File: config.mk
export PLATFORM = sky130hd
export DESIGN_NAME = rgb_pair_arbiter
export DESIGN_NICKNAME = d
export VERILOG_FILES = /design/src/rtl/rgb_pair_arbiter.sv
export SDC_FILE = /design/constraint.sdc
export NUM_CORES = 1
export LEC_CHECK = 0
export CAP_MARGIN = 20
export CORE_ASPECT_RATIO = 0.9
export CORE_MARGIN = 4
export CORE_UTILIZATION = 38
export CTS_BUF_LIST = sky130_fd_sc_hd__clkbuf_2
export DETAILED_ROUTE_END_ITERATION = 6
export HOLD_SLACK_MARGIN = 0.08
export PLACE_DENSITY = 0.83
export RECOVER_POWER = 25
export SETUP_SLACK_MARGIN = 0.2
export SLEW_MARGIN = 20
export SYNTH_ARGS = -nofsm -noshare
export SYNTH_HDL_FRONTEND = slang
export SYNTH_SLANG_ARGS = --single-unit
export TNS_END_PERCENT = 30
File: constraint.sdc
create_clock -name clk -period 1.55 [get_ports clk]
set_input_delay 0.31 -clock clk [delete_from_list [all_inputs] [get_ports clk]]
set_output_delay 0.31 -clock clk [all_outputs]
set_load 0.05 [all_outputs]
File: src/rtl/rgb_pair_arbiter.sv
// rgb_pair_arbiter: round-robin, burst-locked sharing of one RGB888->YUV422 converter between two pixel sources
module rgb_pair_arbiter #(
  parameter int BURST = 8,
  parameter int CW    = $clog2(BURST)
) (
  input  logic        clk,
  input  logic        rst,
  input  logic        i0_valid,
  output logic        i0_ready,
  input  logic [23:0] i0_rgb,
  input  logic        i1_valid,
  output logic        i1_ready,
  input  logic [23:0] i1_rgb,
  output logic        o_valid,
  input  logic        o_ready,
  output logic [23:0] o_rgb,
  output logic        o_src,
  output logic        o_first,
  output logic        o_last
);
  if (BURST < 2 || BURST % 2 != 0) begin : g_bad_burst
    $error("BURST must be even and at least 2");
  end
  typedef enum logic [1:0] {IDLE, G0, G1} state_t;
  state_t state, state_n;
  logic prio;
  logic [CW-1:0] cnt;
  logic take, beat, last, src;
  logic [23:0] rgb;
  always_comb begin
    take     = !o_valid || o_ready;
    src      = state == G1;
    rgb      = src ? i1_rgb : i0_rgb;
    i0_ready = state == G0 && take;
    i1_ready = state == G1 && take;
    beat     = (i0_ready && i0_valid) || (i1_ready && i1_valid);
    last     = cnt == CW'(BURST - 1);
    state_n  = state == IDLE ? (i0_valid && i1_valid ? (prio ? G1 : G0) :
                                i0_valid ? G0 : i1_valid ? G1 : IDLE) :
               state == G0 || state == G1 ? (beat && last ? IDLE : state) : IDLE;
  end
  always_ff @(posedge clk or negedge rst) begin
    if (!rst) begin
      state   <= IDLE;
      prio    <= 1'b0;
      cnt     <= '0;
      o_valid <= 1'b0;
      o_rgb   <= '0;
      o_src   <= 1'b0;
      o_first <= 1'b0;
      o_last  <= 1'b0;
    end else begin
      state   <= state_n;
      o_valid <= beat || (o_valid && !o_ready);
      if (beat) begin
        cnt     <= last ? '0 : cnt + CW'(1);
        prio    <= last ? !src : prio;
        o_rgb   <= rgb;
        o_src   <= src;
        o_first <= cnt == '0;
        o_last  <= last;
      end
    end
  end
endmodule

**Word level (Yosys, flattened, before mapping)**

Index checks and enable logic that the tools add are counted.

- Add/sub/neg operators: 1
- Equality and inequality tests: 4
- Mux-type cells: 9
- Reductions and logical operators: 17

Operator list:

| kind | number |
|---|---|
| $mux 24 | 1 |
| $mux 2 | 7 |
| $logic_and 1x1->1 | 7 |
| $logic_or 1x1->1 | 4 |
| $add 3x1->3 const B | 1 |
| $eq 3x3->1 const B | 1 |
| $logic_not 1->1 | 3 |
| $logic_not 3->1 | 1 |
| $mux 3 | 1 |
| $ne 3x2->1 const B | 1 |
| $eq 2x1->1 const B | 1 |
| $eq 2x2->1 const B | 1 |
| $logic_not 2->1 | 1 |
| $reduce_and 2->1 | 1 |

- Flip-flop bits (word level): 34
- Input port bits: 53
- Output and inout bits: 30
- Word-level logic and storage cells: 39

**Logic depth before layout (Yosys ltp)**

Gate-level depths: netlist of run 1.

- Word-level depth: 9
- Depth in mapped cells: 8
- Gate-level depth less buffers: 5

**Worst setup path after synthesis of run 1**

Ideal clock, no wire load.

- Path kind: reg2out
- Start point: register o_valid
- End point: output port i0_ready
- Arrival: 1.593 ns
- Required time: 1.240 ns
- Slack: -0.353 ns
- Cell stages (with the launch flop): 5
- Buffers on the path: 2
- Path through: dfrtp_1 > nand2b_1 > clkbuf_1 > clkbuf_1 > and2_1

- Longest elaborated chain between the ends: 3

RTL lines:

| what | line | source |
|---|---|---|
| start, declared | 14 | `output logic o_valid,` |
| start signal, assigned | 54 | `o_valid <= beat \|\| (o_valid && !o_ready);` |
| $logic_not 1->1 | 31 | `take = !o_valid \|\| o_ready;` |
| $logic_or 1x1->1 | 31 |  |
| $logic_and 1x1->1 | 34 | `i0_ready = state == G0 && take;` |
| end, declared | 9 | `output logic i0_ready,` |

Every way passes these cells.

**Final worst setup path of run 1**

- Start point: register state[1]
- End point: output port i1_ready

- Longest elaborated chain between the ends: 2

RTL lines:

| what | line | source |
|---|---|---|
| start, declared | 25 | `state_t state, state_n;` |
| start signal, assigned | 53 | `state <= state_n;` |
| $eq 2x2->1 | -- |  |
| named net src | 28 | `logic take, beat, last, src;` |
| $logic_and 1x1->1 | 35 | `i1_ready = state == G1 && take;` |
| end, declared | 12 | `output logic i1_ready,` |

The timed path passes the listed nets, and every way through them passes these cells.

==> flow_summary.toml, run 1 <==
[global_route]
track_usage = 0.1702
grt_max_degree = 35
grt_pass1_vias = 1594
grt.overflow.total = 0
antenna_found_initial = 0
grt_pass1_wl_um = 7410

[clocking]
cts.clk_slew.worst_paths_ps = 190
clkSinkCount = 34
clockBufferDepth = 2
htree_levels = 2
cts_buffers = 5
cts_tree = "built"
cts_hold_buf = 0
cts_root_buffer = "clkbuf_2"
clk_latency_ps = 370

[critical_path]
cp.arrival_ps = 1420
critPathCaptureType = "output pin"
crit_cells = 4
required_ps = 1240
cp.buffers_inverters = 2
startpoint_type = "register"
worst-path-max-fanout = 4
crit_chain = "buf_6 -> ha_4 -> and2_4 -> buf_12"
path_delay_family = "flip-flops"
slowest_stage = "dfrtp_1"
cp_slowest_stage_delay_ps = 450
r2r_cells = 7
path_class = "reg2out"

[final_layout]
final_cell_mix = "clkdlybuf4s50_1, a21oi_1, dfrtp_1"
fin_nets = 312
seq_area_um2 = 852.1
syn2layout_area_growth_pct = 80.18
fillers = 301
multiInputGateArea_um2 = 799.5
drive_above_1_share = 0.3031
diodes = 0
layout_commonest_cell = "clkdlybuf4s50_1"

[flow_run]
maxCapViolCount = 0

[power_and_ir_drop]
combPwrFrac = 0.696
clkPwrFrac = 0.057
ir_drop_mv = 1.140
p_seq_frac = 0.247
total_power_uw = 7102
p_sw_uw = 3260
p_int_uw = 3842
sw_frac_of_total = 0.4590
leakagePower_uw = 0.001328
p_per_area_nw_per_um2 = 2322

[yosys]
synthXorXnorAreaFrac = 0
ys_seq_area_frac = 0.5011
synth_compound_area_frac = 0.1621
ys_ff_latch = 34
yosysUniqueCellTypes = 21
syn-num-nets = 217
ys_warn_count = 0
yosys.area_share.simple = 0.04274
synthCells = 158
muxShareOfSynthArea = 0.1820
synth_largest_area_cell = "dfrtp_1"
syn_avg_cell_area_um2 = 10.75
ys_top_cells_by_area = "dfrtp_1, mux2i_1, a21oi_1"
synthAdderAreaFrac = 0.04422
synth_top_family_by_area = "multiplexers"
synth_area_um2 = 1698
synth_top_area_frac = 0.5011

[drt]
first_pass_iters = 2
wl_um = 4701
vias_per_cell = 4.917
route.detailed.drc = 0
routedWlPerCell_um = 14.97
ant_nets = 0
drtIter0Drc = 65
vias = 1544

[min_path]
hp-class = "in2async"

[sta]
rsz0062_at_grt = "yes"
maxSlewHeadroom = 0.4392
finalSetupViolCount = 20
layout_setup_ws_ps = -180.7
skew_ps = 23.52
holdWs_ps = 547.7
finalHoldViolations = 0
fin_crit_ps = 1731
fmax_ghz = 0.5778
maxSlewViolCount = 0
finalCritPeriodShare = 1.117
tightest_slew_ps = 841.2

[placement]
place_congestion = 0.7188
hpwl_um = 3630
io_buffers = 82

[die]
initial_core_util = 0.4058
die-area_um2 = 5603
die_x_um = 78.46
die_h_um = 71.42
coreArea_um2 = 4184
rows = 22
top_level_ports = 83

[run_status]
outcome = "finished with violations"
violations = "setup timing"
==> cells in the mapped netlist <==
cell type  number
a31oi_1         1
and2_1          2
mux2_4          1
a21oi_1        49
nand3_1         4
nor2_1          1
mux2i_1        26
nor2b_1         1
dfrtp_1        34
nand2b_1        1
ha_1            6
a22o_1          1
clkbuf_1        3
buf_4           1
buf_2           5
and2_4          1
o21ai_0         3
inv_1           7
nand2_1         4
buf_6           4
mux2_2          3
==> layer usage <==
metal / GRT usage / up-vias / share of wire
met2: 0.2937 / 59 / 0.50
met3: 0.07538 / 5 / 0.093
met5: 0 / - / 0
li1: - / 747 / -
met1: 0.1900 / 733 / 0.40
met4: 0.05243 / 0 / 0.0070
==> power by group through the flow <==
stage          combinational, uW  sequential, uW  clock [uW]
2_1_floorplan               1490            2770           0
4_1_cts                     4830            1750         422
3_3_place_gp                4660            1740           0
3_5_place_dp                4750            1770           0
6_report                    4940            1750         406
5_1_grt                     5250            1800         463
==> what timing repair did <==
item	4_1_cts	5_1_grt
endpoints found under the setup margin	35	41
cloned	0	0
gates resized for setup	5	14
setup buffers	2	3
pin swaps	2	1
==> cell families after synthesis <==
| logic type | count (synthesis) |
|---|---|
| flip-flops | 34 |
| buffers and inverters | 20 |
| AND/OR/NAND/NOR | 14 |
| AO/OA/AOI/OAI | 54 |
| adder cells (fa/ha/maj) | 6 |
| multiplexers | 30 |
==> final cells by class <==
cell class | count | share of cell area
Clock inverter | 2 | 0.002863
Inverter | 7 | 0.008589
Multi-Input combinational cell | 104 | 0.2614
Timing Repair Buffer | 101 | 0.4143
Sequential cell | 34 | 0.2785
Clock buffer | 6 | 0.009816
Tap cell | 60 | 0.02454
==> worst register-to-register path: stages, from the launching register on <==
cell	delay, ps
dfrtp_1	440
inv_2	70
buf_4	130
buf_4	120
ha_1	260
inv_1	50
a31oi_2	200
mux2_4	330
==> through the flow <==
| stage | utilization | setup WS, ps | area, um2 | instances | setup TNS, ps |
|---|---|---|---|---|---|
| finish | 0.7312 | -180.7 | 3059 | 314 | -816.2 |
| global route | 0.7312 | -279.2 | 3059 | 314 | -3310 |
| CTS | 0.7192 | -213.1 | 3009 | 311 | -1544 |
| detailed placement | 0.7016 | -220.9 | 2935 | 301 | -4734 |
| global placement | 0.7016 | -134.6 | 2935 | 301 | -2082 |
| floorplan | - | -29.25 | 1730 | 158 | -77.33 |
==> registers in the layout (all words and copies together) (netlist names) <==
signal / flops
cnt: 3
o_last: 1
o_rgb: 24
o_src: 1
o_valid: 1
o_first: 1
state: 2
prio: 1
==> path summary, 6_finish.rpt <==
check                                          start               endpoint  slack [ps]
max in group asynchronous                        rst      o_valid$_DFF_PN0_         430
worst max register to register  state[1]$_DFFE_PN0P_   state[1]$_DFFE_PN0P_        -110
min in group clk                          i0_rgb[18]  o_rgb[18]$_DFFE_PN0P_         550
worst min-delay path                             rst   state[1]$_DFFE_PN0P_         550
worst max-delay path            state[1]$_DFFE_PN0P_               i1_ready        -180
worst min register to register     o_src$_DFFE_PN0P_      o_src$_DFFE_PN0P_         550
No activity file was read; power rests on OpenSTA's default activity.
==> run 2: changes to the inputs <==
--- a/config.mk
+++ b/config.mk
@@ -10,8 +10,8 @@
 export CORE_MARGIN = 4
 export CORE_UTILIZATION = 38
 export CTS_BUF_LIST = sky130_fd_sc_hd__clkbuf_2
+export CTS_CLUSTER_DIAMETER = 200
 export DETAILED_ROUTE_END_ITERATION = 6
-export HOLD_SLACK_MARGIN = 0.08
 export PLACE_DENSITY = 0.83
 export RECOVER_POWER = 25
 export SETUP_SLACK_MARGIN = 0.2
==> results of run 2 <==
The final DEF is identical to that of run 1; final timing and power are the same.
==> run 3: changes to the inputs <==
--- a/config.mk
+++ b/config.mk
@@ -8,11 +8,12 @@
 export CAP_MARGIN = 20
 export CORE_ASPECT_RATIO = 0.9
 export CORE_MARGIN = 4
-export CORE_UTILIZATION = 38
+export CORE_UTILIZATION = 42
 export CTS_BUF_LIST = sky130_fd_sc_hd__clkbuf_2
 export CTS_CLUSTER_DIAMETER = 200
+export CTS_CLUSTER_SIZE = 14
 export DETAILED_ROUTE_END_ITERATION = 6
-export PLACE_DENSITY = 0.83
+export PLACE_DENSITY = 0.87
 export RECOVER_POWER = 25
 export SETUP_SLACK_MARGIN = 0.2
 export SLEW_MARGIN = 20
==> constraint.sdc (replaced) <==
create_clock -name clk -period 1.7 [get_ports clk]
set_input_delay 0.34 -clock clk [delete_from_list [all_inputs] [get_ports clk]]
set_output_delay 0.34 -clock clk [all_outputs]
set_load 0.05 [all_outputs]
==> flow_summary.toml, run 3 (same netlist as run 1, synthesis figures left out) <==
[power_and_ir_drop]
p_per_area_nw_per_um2 = 2097
ir_drop_mv = 1.180
total_power_uw = 6057
leakagePower_uw = 0.001231

[final_layout]
reg_top3 = "o_rgb: 24 flops, cnt: 3 flops, state: 2 flops"
largest_register_ffs = 24
drive_above_1_share = 0.4087
syn2layout_area_growth_pct = 70.15
fin_nets = 310
regMostFlops = "o_rgb"
final_cell_mix = "clkdlybuf4s50_1, buf_4, dfrtp_1"
layout_commonest_cell = "clkdlybuf4s50_1"
diodes = 0

[clocking]
clockBufferDepth = 2
cts_root_buffer = "clkbuf_2"
cts_tree = "built"
cts.clk_slew.worst_paths_ps = 170
cts_buffers = 5
clkSinkCount = 34
htree_levels = 2
clk_latency_ps = 370

[critical_path]
crit_path_frequent_cell = "buf_12"
cp_slowest_stage_delay_ps = 450
path_class = "reg2out"
r2r-start = "state[1]$_DFFE_PN0P_"
cp.buffers_inverters = 2
required_ps = 1360
worst-path-max-fanout = 3
startpoint_type = "register"
crit_chain = "ha_4 -> buf_12 -> and2_4 -> buf_12"
cp.arrival_ps = 1400
slowest_stage = "dfrtp_1"
path_delay_family = "flip-flops"
critPathLaunch = "state[1]$_DFFE_PN0P_"
critPathCaptureType = "output pin"

[sta]
tightest_slew_ps = 847.6
rsz0062_at_grt = "yes"
finalSetupViolCount = 2
fmax_ghz = 0.5743
skew_ps = 16.91
holdWs_ps = 33.60
finalCritPeriodShare = 1.024
finalHoldViolations = 0
maxSlewViolCount = 0
layout_setup_ws_ps = -41.35
fin_crit_ps = 1741
maxSlewHeadroom = 0.4349

[die]
coreArea_um2 = 3810
top_level_ports = 83
rows = 21
die_h_um = 68.32
die_x_um = 75.02
die-area_um2 = 5125
initial_core_util = 0.4456

[global_route]
grt_pass1_vias = 1548
antenna_found_initial = 0
grt_max_degree = 35
grt.overflow.total = 0
grt_pass1_wl_um = 7141
track_usage = 0.1880

[run_status]
outcome = "finished with violations"
violations = "setup timing"

[drt]
wl_um = 4818
ant_nets = 0
route.detailed.drc = 0
routedWlPerCell_um = 16.17
first_pass_iters = 4
vias_per_cell = 5.191
drtIter0Drc = 55
vias = 1547

[flow_run]
maxCapViolCount = 0

[placement]
hpwl_um = 3401
post-place-ws_ps = -111.3
place_congestion = 0.7859
io_buffers = 82

[min_path]
hp-class = "in2async"
run 3: cell count changes in the layout (fill, tap and decap cells not counted), moves of 2 or more:
| cell | change |
|---|---|
| a21oi_2 | +20 |
| mux2i_1 | -2 |
| o21ai_2 | +3 |
| buf_12 | -25 |
| a21oi_1 | -21 |
| mux2i_2 | +2 |
| buf_4 | +21 |
| o21ai_1 | -2 |
run 3: area by class of cell:
cell class | instances | area, um2
inverter | 7 | 26.28
multi-input combinational | 104 | 935.9
tap | 46 | 57.56
timing repair buffer | 99 | 978.4
fill | 262 | 920.9
sequential | 34 | 852.1
clock buffer | 6 | 30.03
clock inverter | 2 | 8.758
run 3: routing by layer:
metal | global-route usage | vias up | share of wire
met5 | 0 | - | 0
met2 | 0.3370 | 57 | 0.52
li1 | - | 742 | -
met1 | 0.2126 | 744 | 0.39
met4 | 0.04000 | 0 | 0.0075
met3 | 0.07048 | 4 | 0.083
run 3: power breakdown:
part	internal (uW)	switching (uW)	total [uW]	leakage, uW
Sequential	1200	247	1450	0.000385
Clock	101	265	366	0.0000304
Combinational	1720	2520	4240	0.000815
Total	3020	3030	6060	0.00123
run 3: final timing paths:
check                                       end  slack, ps  depth (start not counted)
max in group asynchronous     o_valid$_DFF_PN0_       1070                          1
min in group clk             o_last$_DFFE_PN0P_        540                          2
hold / removal             o_rgb[7]$_DFFE_PN0P_         30                          1
setup reg to reg           state[1]$_DFFE_PN0P_         50                          5
hold reg to reg              o_last$_DFFE_PN0P_        540                          2
setup / recovery                       i1_ready        -40                          4
run 3: worst register-to-register path, cell delays in order, from the launching register on:
cell	delay, ps
dfrtp_1	450
ha_4	190
buf_4	130
a22o_4	260
a31oi_4	190
mux2_2	350
run 3: repair_timing:
action	in CTS	in global routing
setup endpoints to repair	33	35
buffers inserted	4	1
hold buffers	0	0
pin swaps	23	29
cloned	1	1
gates resized for setup	49	10
run 3: per-stage QoR:
step | cell area, um2 | utilization | setup TNS (ps) | cells
2_1_floorplan | 1730 | - | 0 | 158
3_3_place_gp | 2532 | 0.6647 | -938.9 | 283
3_5_place_dp | 2532 | 0.6647 | -2176 | 283
4_1_cts | 2806 | 0.7366 | -120.7 | 296
5_1_grt | 2889 | 0.7583 | -221.9 | 298
6_report | 2889 | 0.7583 | -45.62 | 298
